===== src/rtl/weight_pkg.sv =====
// Shared weight definitions for the weight register block and the array
// multipliers that consume its output.
//   WEIGHT_BW_DEFAULT : default width of a stored signed weight
//   weight_t          : signed weight word at the default width
package weight_pkg;

  localparam int unsigned WEIGHT_BW_DEFAULT = 8;

  typedef logic signed [WEIGHT_BW_DEFAULT-1:0] weight_t;

endpackage


===== src/rtl/weight_reg_cell.sv =====
// Signed register cell with load enable and synchronous active-high reset.
// Ports:
//   clk : clock, rising-edge
//   rst : synchronous reset, loads RESET_VALUE
//   en  : load enable, samples d
//   d   : data in
//   q   : registered data out, driven directly from the flop
module weight_reg_cell
  import weight_pkg::*;
#(
  parameter int unsigned                 WIDTH       = WEIGHT_BW_DEFAULT,
  parameter logic signed [WIDTH-1:0]     RESET_VALUE = '0
) (
  input  logic                     clk,
  input  logic                     rst,
  input  logic                     en,
  input  logic signed [WIDTH-1:0]  d,
  output logic signed [WIDTH-1:0]  q
);

  logic signed [WIDTH-1:0] q_d;
  logic signed [WIDTH-1:0] q_q;

  always_comb begin
    q_d = q_q;
    if (en) begin
      q_d = d;
    end
  end

  always_ff @(posedge clk) begin
    if (rst) begin
      q_q <= RESET_VALUE;
    end else begin
      q_q <= q_d;
    end
  end

  assign q = q_q;

endmodule


===== src/rtl/weight_reg_block.sv =====
// Weight register: holds one signed weight for the multiplier array.
// Optional build macro: WEIGHT_REG_SHADOW_EN adds a double-buffered shadow
// register loaded by we_rl and transferred to weight by swap.
// Ports:
//   clk          : clock, rising-edge
//   rst          : synchronous active-high reset
//   we_rl        : load enable (writes weight, or the shadow in shadow mode)
//   W            : signed weight data to load
//   weight       : registered signed weight
//   weight_valid : weight holds a loaded value since the last reset
//   swap         : (shadow mode) move shadow to weight
//   shadow_valid : (shadow mode) shadow holds an unswapped loaded value
module weight_reg_block
  import weight_pkg::*;
#(
  parameter int unsigned                 WEIGHT_BW   = WEIGHT_BW_DEFAULT,
  parameter logic signed [WEIGHT_BW-1:0] RESET_VALUE = '0
) (
  input  logic                         clk,
  input  logic                         rst,
  input  logic                         we_rl,
  input  logic signed [WEIGHT_BW-1:0]  W,
`ifdef WEIGHT_REG_SHADOW_EN
  input  logic                         swap,
  output logic                         shadow_valid,
`endif
  output logic signed [WEIGHT_BW-1:0]  weight,
  output logic                         weight_valid
);

  logic                        weight_load;
  logic signed [WEIGHT_BW-1:0] weight_src;
  logic                        weight_valid_d;
  logic                        weight_valid_q;

`ifdef WEIGHT_REG_SHADOW_EN
  logic signed [WEIGHT_BW-1:0] shadow;
  logic                        do_swap;
  logic                        shadow_valid_d;
  logic                        shadow_valid_q;

  weight_reg_cell #(
    .WIDTH       (WEIGHT_BW),
    .RESET_VALUE (RESET_VALUE)
  ) u_shadow_cell (
    .clk (clk),
    .rst (rst),
    .en  (we_rl),
    .d   (W),
    .q   (shadow)
  );

  // A swap on an empty shadow is ignored. On a simultaneous load and swap the
  // active cell takes the old shadow while the shadow takes W in the same edge.
  always_comb begin
    do_swap     = swap && shadow_valid_q;
    weight_load = do_swap;
    weight_src  = shadow;
    shadow_valid_d = shadow_valid_q;
    if (do_swap) begin
      shadow_valid_d = 1'b0;
    end
    if (we_rl) begin
      shadow_valid_d = 1'b1;
    end
  end

  always_ff @(posedge clk) begin
    if (rst) begin
      shadow_valid_q <= 1'b0;
    end else begin
      shadow_valid_q <= shadow_valid_d;
    end
  end

  assign shadow_valid = shadow_valid_q;
`else
  always_comb begin
    weight_load = we_rl;
    weight_src  = W;
  end
`endif

  weight_reg_cell #(
    .WIDTH       (WEIGHT_BW),
    .RESET_VALUE (RESET_VALUE)
  ) u_weight_cell (
    .clk (clk),
    .rst (rst),
    .en  (weight_load),
    .d   (weight_src),
    .q   (weight)
  );

  // Sticky until reset: set by the first write into the active register.
  always_comb begin
    weight_valid_d = weight_valid_q || weight_load;
  end

  always_ff @(posedge clk) begin
    if (rst) begin
      weight_valid_q <= 1'b0;
    end else begin
      weight_valid_q <= weight_valid_d;
    end
  end

  assign weight_valid = weight_valid_q;

endmodule


===== config.mk =====
export PLATFORM = sky130hd
export DESIGN_NAME = weight_reg_block
export DESIGN_NICKNAME = d
export VERILOG_FILES = /design/src/rtl/weight_pkg.sv /design/src/rtl/weight_reg_cell.sv /design/src/rtl/weight_reg_block.sv
export SDC_FILE = /design/constraint.sdc
export NUM_CORES = 1
export LEC_CHECK = 0
export ABC_AREA = 1
export CORE_AREA = 4 4 41 43
export CTS_BUF_LIST = sky130_fd_sc_hd__clkbuf_16
export DETAILED_ROUTE_END_ITERATION = 6
export DIE_AREA = 0 0 45 47
export GPL_ROUTABILITY_DRIVEN = 0
export PLACE_DENSITY = 0.65
export SETUP_SLACK_MARGIN = 0.4
export SLEW_MARGIN = 20
export SYNTH_ARGS = -nofsm -noshare
export SYNTH_HDL_FRONTEND = slang
export SYNTH_HIERARCHICAL = 1
export SYNTH_SLANG_ARGS = --single-unit

===== constraint.sdc =====
create_clock -name clk -period 1.35 [get_ports clk]
set_input_delay 0.27 -clock clk [delete_from_list [all_inputs] [get_ports clk]]
set_output_delay 0.27 -clock clk [all_outputs]
set_load 0.005 [all_outputs]

# Word-level counts from Yosys, hierarchy flattened
# Cells that the tools add are included.
# Widths: inputs -> output; s select.
# totals
wordCells,3
out_inout_bits,9
regBits,9
input_bits,11
# classes
reduce_logical,1
# ops
cell,n
$logic_or 1x1->1,1

# Depth between registers and ports, before layout
# Gate-level depths: netlist of run 1.
# logic_depth
word_depth,1
ltp_mapped,5
ltp_nobuf,4

# By module
# Netlist of run 1, hierarchy kept.
# modules_own_cells
mod,seq_area_each_um2,cells_each,n_inst,area_each_um2
weight_reg_cell,160.2,51,1,341.6
weight_reg_block,20.0,3,1,27.5

# Least setup slack after synthesis of run 1
# No wires, ideal clock.
# synth_path
path_kind,input to register
from,input port we_rl
to,register u_weight_cell.q_q[6] (netlist: u_weight_cell/q[6])
stages,4
path_slack_ps,576
path_buffers,2
required_time_ps,1236
setup_time_ps,114
arrival_ps,660
path_cell_list,buf_6 > buf_6 > nor2_1 > nor2_2
# synth_rtl
element,line,rtl
from (decl),weight_reg_block.sv:21,"input logic we_rl,"
to (signal assigned),weight_reg_cell.sv:35,q_q <= q_d;
to (decl),weight_reg_cell.sv:22,logic signed [WIDTH-1:0] q_q;

# Worst setup path after layout of run 1
# layout_path
from,register u_weight_cell.q_q[1] (netlist: u_weight_cell/q[1])
to,output port weight[1]
# layout_rtl
element,line,rtl
to (decl),weight_reg_block.sv:27,"output logic signed [WEIGHT_BW-1:0] weight,"
# No word-level cell between the ends.

==> metrics, run 1 <==
Max stage delay cell, worst path dfxtp_2; Slew headroom about 84%; Detailed Place HPWL 561 um; # rows 13; CP Capture Type primary output; Mapped Area 369 um^2; area of the core 1300 um^2; Vias/cell slightly above 4; global-route wire length before repair about 1400 um; maximum clock insertion buffer count 2; number of global-route vias before repair 343; initial antenna violation count 0; # setup viols final 0; CP required 1080 ps; min Tclk post-route 933 ps; slowest stage delay, CP 310 ps; Syn Inst Count between 50 and 60; top-area cell type share of the netlist area 48.8%; DR WL/cell 9.67 um; clk sinks 9; Avg Cell Area, Syn 6.84 um^2; CP delay by family, top flip-flops; sum of buffers and inverters on the critical path 1; PortBufs 19; Die X 45 um; Hold Crit Class reg2reg; run status finished, final reports clean; leakage between 0.3 and 0.4 nW; GRT overflow 0; H-tree Lvls 1; clock skew 0 ps; fmax 1070 MHz; Distinct cells, synth 7; first-pass iteration count of the detailed router 4; Tot GR Track Use 9.52%; ANT cells 0; flop and latch count out of synthesis 9; CTS tree yes; syn_nets 65; ANT nets after route 0; kind of critical path reg2out; Synth warnings 6; CTS root buf clkbuf_16; drt drc 0; cell taking the most area after synthesis dfxtp_1; Iteration-0 DRC Markers 5; full die area around 2100 um^2; final wirelength 890 um; Max Cap Viol 0; Hold Buf Count CTS 0; Clk Latency, worst-skew pair ~230 ps; final worst path period share roughly 69%; largest net degree at the start of global routing 10; Die Height 47 um; Area Overhead vs Synth 76.6%; Slew Viols, Final 0; Final Hold Fails 0; Worst Path Max Fanout 2; Vias 379; Arr. time, crit path 660 ps; CTS clock-pin slew for the worst setup and hold paths 40 ps; # IOs 20; initial core utilization 28.4%; aggregate negative setup slack 0 ps; register area share after synthesis 48.8%; nets 89; Peak VDD IR approximately 0.7 mV; Worst-Margin Slew 243 ps; most frequent cells in the layout nor2_1 (17), nand2_1 (15), inv_1 (10); clock buffer count from CTS 3; RSZ-0062 raised after global routing no; Setup Fix Bufs, Post-CTS 0; post_cts resized 46; most common cell after layout, fill and taps aside nor2_1; crit-path cells buf_2; Critical Path Source Type flip-flop; layout cells sized above 1 about 32%; power density cells 1420 nW/um^2; Total Power about 0.00092 W; ranking of synthesized cells by area dfxtp_1 (49%), nor2_1 (17%), nand2_1 (15%)
-- cells in the mapped netlist --
| cell | n |
|---|---|
| nor2_1 | 17 |
| nand2_1 | 15 |
| dfxtp_1 | 9 |
| inv_1 | 9 |
| buf_6 | 2 |
| nand2_2 | 1 |
| nor2_2 | 1 |
-- path summary, 6_finish.rpt --
check / start / to / slack [ps] / cells after the start
setup / recovery: u_weight_cell/q[1]$_SDFFE_PP0P_ / weight[1] / 420 / 1
hold / removal: weight_valid$_SDFF_PP0_ / weight_valid$_SDFF_PP0_ / 460 / 2
setup reg to reg: u_weight_cell/q[0]$_SDFFE_PP0P_ / u_weight_cell/q[0]$_SDFFE_PP0P_ / 760 / 2
hold reg to reg: weight_valid$_SDFF_PP0_ / weight_valid$_SDFF_PP0_ / 460 / 2
-- cells by family (layout without fill, tap and decap cells) --
kind of cell	after synthesis	in the layout	share of synthesized area [%]
buf+inv	11	34	15.3
simple gates	34	34	35.9
flops	9	9	48.8
-- through the flow --
stage / setup slack, ps / area (um^2) / utilization, % / std cells / hold WS (ps)
floorplan: 576 / 369 / - / 54 / 342
global placement: 171 / 576 / 44.2 / 87 / 461
detailed placement: 159 / 576 / 44.2 / 87 / 465
CTS: 410 / 652 / 50.1 / 92 / 464
global route: 401 / 652 / 50.1 / 92 / 478
finish: 417 / 652 / 50.1 / 92 / 465
-- power breakdown --
part           switching (W)  internal (W)  leakage [nW]
registers         0.00000877      0.000290        0.0774
logic              0.0000445     0.0000684         0.239
clock network       0.000127      0.000387        0.0423
total               0.000180      0.000745         0.359
-- per-layer routing --
metal  track usage [%]  up-vias  routed length, um
met3              3.83        0                108
met1              9.89      161                362
met5                 0        -                  0
li1                  -      198                  -
met4              7.02        0                  0
met2              15.5       20                418
-- layout make-up --
class | count | area [um^2]
Sequential cell | 9 | 191
Tap cell | 15 | 18.8
Clock inverter | 1 | 3.75
Fill cell | 129 | 649
Inverter | 9 | 33.8
Multi-Input combinational cell | 34 | 133
Clock buffer | 3 | 75.1
Timing Repair Buffer | 21 | 196
-- worst min-delay path: cells and delay by family (launching register included) --
| family | cells | cell delay [ps] |
|---|---|---|
| AND/OR/NAND/NOR | 2 | 110 |
| flip-flops | 1 | 320 |
-- registers in the layout (all words and copies together) (netlist names) --
signal	count
u_weight_cell/q	8
weight_valid	1
Note: power is estimated with default switching activity, not from simulation.
==> run 2, diff against run 1 <==
==> constraint.sdc (replaced) <==
create_clock -name clk -period 0.95 [get_ports clk]
set_input_delay 0.19 -clock clk [delete_from_list [all_inputs] [get_ports clk]]
set_output_delay 0.19 -clock clk [all_outputs]
set_load 0.005 [all_outputs]
==> run 2 against run 1 <==
Critical endpoint is now weight[7]. Wire length is 1.3% higher. Largest power group unchanged. Sequential share of layout area is 2.6 points lower. Largest cell class unchanged. Total power is 46% higher. Cell count is 5.4% higher. Clock-buffer cell count stayed put. Clock power is 42% higher. Die area stayed put. Via count is 7.1% higher. Non-clock buffer count is 5 higher.
==> metrics, run 2 (synthesis gave the netlist of run 1 again) <==
run status finished, final reports clean; leakage around 0.39 nW; final worst path period share about nine tenths; CP required between 700 and 800 ps; Slew Viols, Final 0; sum of buffers and inverters on the critical path 1; clk sinks 9; crit-path cells buf_2; CTS root buf clkbuf_16; Slew headroom 91.6%; Placed Instance Area 591 um^2; DR WL/cell 9.30 um; Worst Path Max Fanout 2; H-tree Lvls 1; full die area roughly 2100 um^2; Vias/cell 4.19; fill cell count 146; area of the core 1300 um^2; Reg2Reg Setup Slack 180 ps; PortBufs 19; Area Overhead vs Synth 93.9%; Total Power 0.00135 W; maximum clock insertion buffer count 2; Tot GR Track Use 9.19%; fmax 1170 MHz; FF/Latch Area 191 um^2; Arr. time, crit path approximately 660 ps; Critical Path Source Type flip-flop; CP Capture Type primary output; CTS tree yes; Vias 406; clock buffer count from CTS 3; initial core utilization 28.4%; ANT cells 0; # rows 13; GRT overflow 0; most frequent cells in the layout nor2_1 (14), nand2_1 (14), inv_1 (9), dfxtp_2 (9), dlygate4sd2_1 (8); Hold Buf Count CTS 0; Clk Latency, worst-skew pair between 200 and 250 ps; initial antenna violation count 0; Setup WS post-layout 98.3 ps; slowest stage delay, CP 310 ps; power density cells about 1900 nW/um^2; max FFs per register 8; RSZ-0062 raised after global routing yes; Worst-Margin Slew 125 ps; Max Cap Viol 0; first-pass iteration count of the detailed router 4; Final Hold Fails 0; # IOs 20; Hold Crit Class in2reg; kind of critical path reg2out; area of the multi-input gates approximately 150 um^2; number of global-route vias before repair around 340; final wirelength 902 um; layout cells sized above 1 43.9%; global-route wire length before repair 1380 um; drt drc 0; Iteration-0 DRC Markers 2; Die X 45 um; nets 94; CP delay by family, top flip-flops; Peak VDD IR roughly 1.0 mV; # setup viols final 0; min Tclk post-route 852 ps; Max stage delay cell, worst path dfxtp_2; Die Height around 47 um; post-route cell area 716 um^2; CTS clock-pin slew for the worst setup and hold paths 40 ps; ANT nets after route 0; clock skew 0 ps; largest net degree at the start of global routing 10; post-placement setup slack -168 ps
==> run 2: stage by stage <==
stage,hold slack (ps),TNS [ps],util [%],cells
after floorplan,262,0,-,54
after global placement,459,-1840,45.4,88
after detailed placement,463,-1910,45.4,88
after CTS,238,0,51.7,96
after global routing,283,0,55.0,97
final,279,0,55.0,97
==> run 2: cell type report <==
| cell class | count | share of cell area (%) |
|---|---|---|
| flip-flops and latches | 9 | 26.7 |
| repair buffers | 26 | 33.2 |
| clock buffers | 3 | 10.5 |
| inverters | 9 | 5.07 |
| well taps | 15 | 2.62 |
| multi-input cells | 34 | 21.3 |
| clock inverters | 1 | 0.524 |
==> run 2: worst paths after layout <==
kind                                    from                               to  cells after the start
max reg2reg  u_weight_cell/q[0]$_SDFFE_PP0P_  u_weight_cell/q[0]$_SDFFE_PP0P_                      4
min                                      rst          weight_valid$_SDFF_PP0_                      2
min reg2reg          weight_valid$_SDFF_PP0_          weight_valid$_SDFF_PP0_                      2
max          u_weight_cell/q[7]$_SDFFE_PP0P_                        weight[7]                      1
==> run 2: worst register-to-register path: stages, from the launching register on <==
cell     delay [ps]
dfxtp_2         310
buf_4           120
buf_6           110
nor2_4           80
nor2_1           40
==> run 2: metal layers <==
metal  global-route usage (%)  vias to the layer above  routed length [um]
met5                        0                        -                   0
met4                     5.26                        0                   8
met3                     3.45                        2                 111
met2                     14.7                       22                 395
met1                     10.6                      176                 387
li1                         -                      206                   -
==> run 2: power by group <==
group          total, W  leakage [nW]  internal, W  switching, W
Combinational  0.000189         0.274     0.000112     0.0000762
Sequential     0.000426        0.0774     0.000412     0.0000142
Clock          0.000731        0.0423     0.000550      0.000182
Total           0.00135         0.393      0.00107      0.000272
==> run 2: repair_timing <==
action | in CTS | in global routing
gates cloned | 1 | 0
pin swaps | 16 | 7
resized for setup | 62 | 10
setup buffers | 3 | 1
endpoints found under the setup margin | 18 | 18
==> run 3, diff against run 2 <==
==> constraint.sdc (replaced) <==
create_clock -name clk -period 0.8 [get_ports clk]
set_input_delay 0.16 -clock clk [delete_from_list [all_inputs] [get_ports clk]]
set_output_delay 0.16 -clock clk [all_outputs]
set_load 0.005 [all_outputs]
==> run 3 against run 2 <==
The flow now finishes with violations (negative setup slack). Setup slack worse by 120 ps. Clock skew unchanged. First-iteration DRC count rose to 2.5 times the previous value. Global-route usage down 0.40 points. Sequential share of layout area down 0.37 points. Clock power up 16%. Sequential power up 19%. Wire length down 8.5%. Critical path type unchanged.
==> metrics, run 3 (synthesis gave the netlist of run 1 again) <==
sum of buffers and inverters on the critical path 1; layout cells sized above 1 45.1%; Final Hold Fails 0; Reg2Reg Setup Slack ~50 ps; leakage a little under 0.4 nW; global-route wire length before repair 1290 um; nets 94; Final Instance Count excl. Fillers between 90 and 100; WHS Path Cells 2; worst reg2reg path endpoint u_weight_cell/q[7]$_SDFFE_PP0P_; # rows 13; failing checks negative setup slack; CP delay by family, top flip-flops; power density cells about 2200 nW/um^2; clock buffer count from CTS 3; RSZ-0062 raised after global routing yes; Worst Path Max Fanout 2; full die area 2120 um^2; ANT nets after route 0; kind of critical path reg2out; Iteration-0 DRC Markers 5; DR WL/cell 8.51 um; hold endpoint weight_valid$_SDFF_PP0_; Critical Path Source Type flip-flop; CP required between 600 and 700 ps; slowest stage delay, CP between 300 and 400 ps; WHS 250 ps; FF-to-FF Start u_weight_cell/q[7]$_SDFFE_PP0P_; Area Overhead vs Synth 96.6%; Die Height 47 um; crit-path cells buf_2; Setup WS post-layout -18.1 ps; # setup viols final 9; worst hold start rst; CP Capture Type primary output; Clk Latency, worst-skew pair around 230 ps; Vias 370; fill cell count 137; area of the multi-input gates 155 um^2; Die X about 45 um; final wirelength 825 um; min Tclk post-route 818 ps; first-pass iteration count of the detailed router 4; initial antenna violation count 0; clock skew 0 ps; Hold Buf Count CTS 0; fmax about 1200 MHz; ANT cells 0; PortBufs 19; Max stage delay cell, worst path dfxtp_2; Total Power 0.00158 W; most frequent cells in the layout nand2_1 (15), nor2_1 (12), inv_1 (9), dfxtp_2 (9), dlygate4sd2_1 (8); number of global-route vias before repair 314; final worst path period share 102%; Slew Viols, Final 0; Detailed Place HPWL around 560 um; Tot GR Track Use under 10%; largest net degree at the start of global routing 10; max FFs per register 8; final core utilization 55.8%; Vias/cell 3.81; CTS clock-pin slew for the worst setup and hold paths 40 ps; FF/Latch Area between 150 and 200 um^2; GRT overflow 0; most common cell after layout, fill and taps aside nand2_1; Peak VDD IR 1.39 mV; CTS tree yes; Placed Instances 89; Slew headroom 90.4%; Max Cap Viol 0; # IOs 20; H-tree Lvls 1; clk sinks 9; area of the core roughly 1300 um^2; run status finished with violations; drt drc 0; maximum clock insertion buffer count 2; CTS root buf clkbuf_16; Worst Reg2Reg Path Length in Cells 4; initial core utilization between 20% and 30%; Arr. time, crit path 660 ps; Worst-Margin Slew 146 ps; Hold Crit Class in2reg
## run 3: cell types whose count changed in the layout (fill, tap and decap cells not counted), sizes merged
cell	delta
clkdlybuf4s15	-1
clkdlybuf4s50	+1
## run 3: timing repair
| item | 4_1_cts | 5_1_grt |
|---|---|---|
| cloned | 1 | 0 |
| pin swaps | 10 | 6 |
| endpoints found under the hold margin | 0 | 0 |
| endpoints found under the setup margin | 18 | 18 |
| setup buffers | 1 | 2 |
| resized for setup | 56 | 10 |
## run 3: power by group
part           total [W]  switching (W)  internal [W]
clock network   0.000848       0.000196      0.000651
registers       0.000506      0.0000174      0.000489
logic           0.000231      0.0000900      0.000141
total            0.00158       0.000304       0.00128
## run 3: stage by stage
stage	worst slack (ps)	instance area, um^2	setup TNS [ps]
floorplan	177	385	0
global route	-32.3	726	-256
CTS	-21.7	674	-163
global placement	-276	603	-3840
detailed placement	-286	603	-3920
finish	-18.1	726	-101
## run 3: area by class of cell
class / count / share of cell area (%)
repair buffers: 26 / 34.1
flip-flops and latches: 9 / 26.4
multi-input cells: 34 / 21.4
clock buffers: 3 / 10.3
inverters: 9 / 4.66
well taps: 15 / 2.59
clock inverters: 1 / 0.517
## run 3: worst max path at each step
stage               slack [ps]                            start                         endpoint  cells after the start
floorplan                  180                            we_rl  u_weight_cell/q[1]$_SDFFE_PP0P_                      4
global placement          -280                            we_rl  u_weight_cell/q[7]$_SDFFE_PP0P_                      5
detailed placement        -290                            we_rl  u_weight_cell/q[7]$_SDFFE_PP0P_                      5
CTS                        -20  u_weight_cell/q[2]$_SDFFE_PP0P_                        weight[2]                      1
global route               -30  u_weight_cell/q[2]$_SDFFE_PP0P_                        weight[2]                      1
finish                     -20  u_weight_cell/q[2]$_SDFFE_PP0P_                        weight[2]                      1
## run 3: routing by layer
layer,part of all wire (%),GRT usage [%],up-vias
met4,1.6,7.02,0
met1,45,8.92,144
met2,43,13.8,15
li1,-,-,209
met5,0,0,-
met3,11,4.21,2
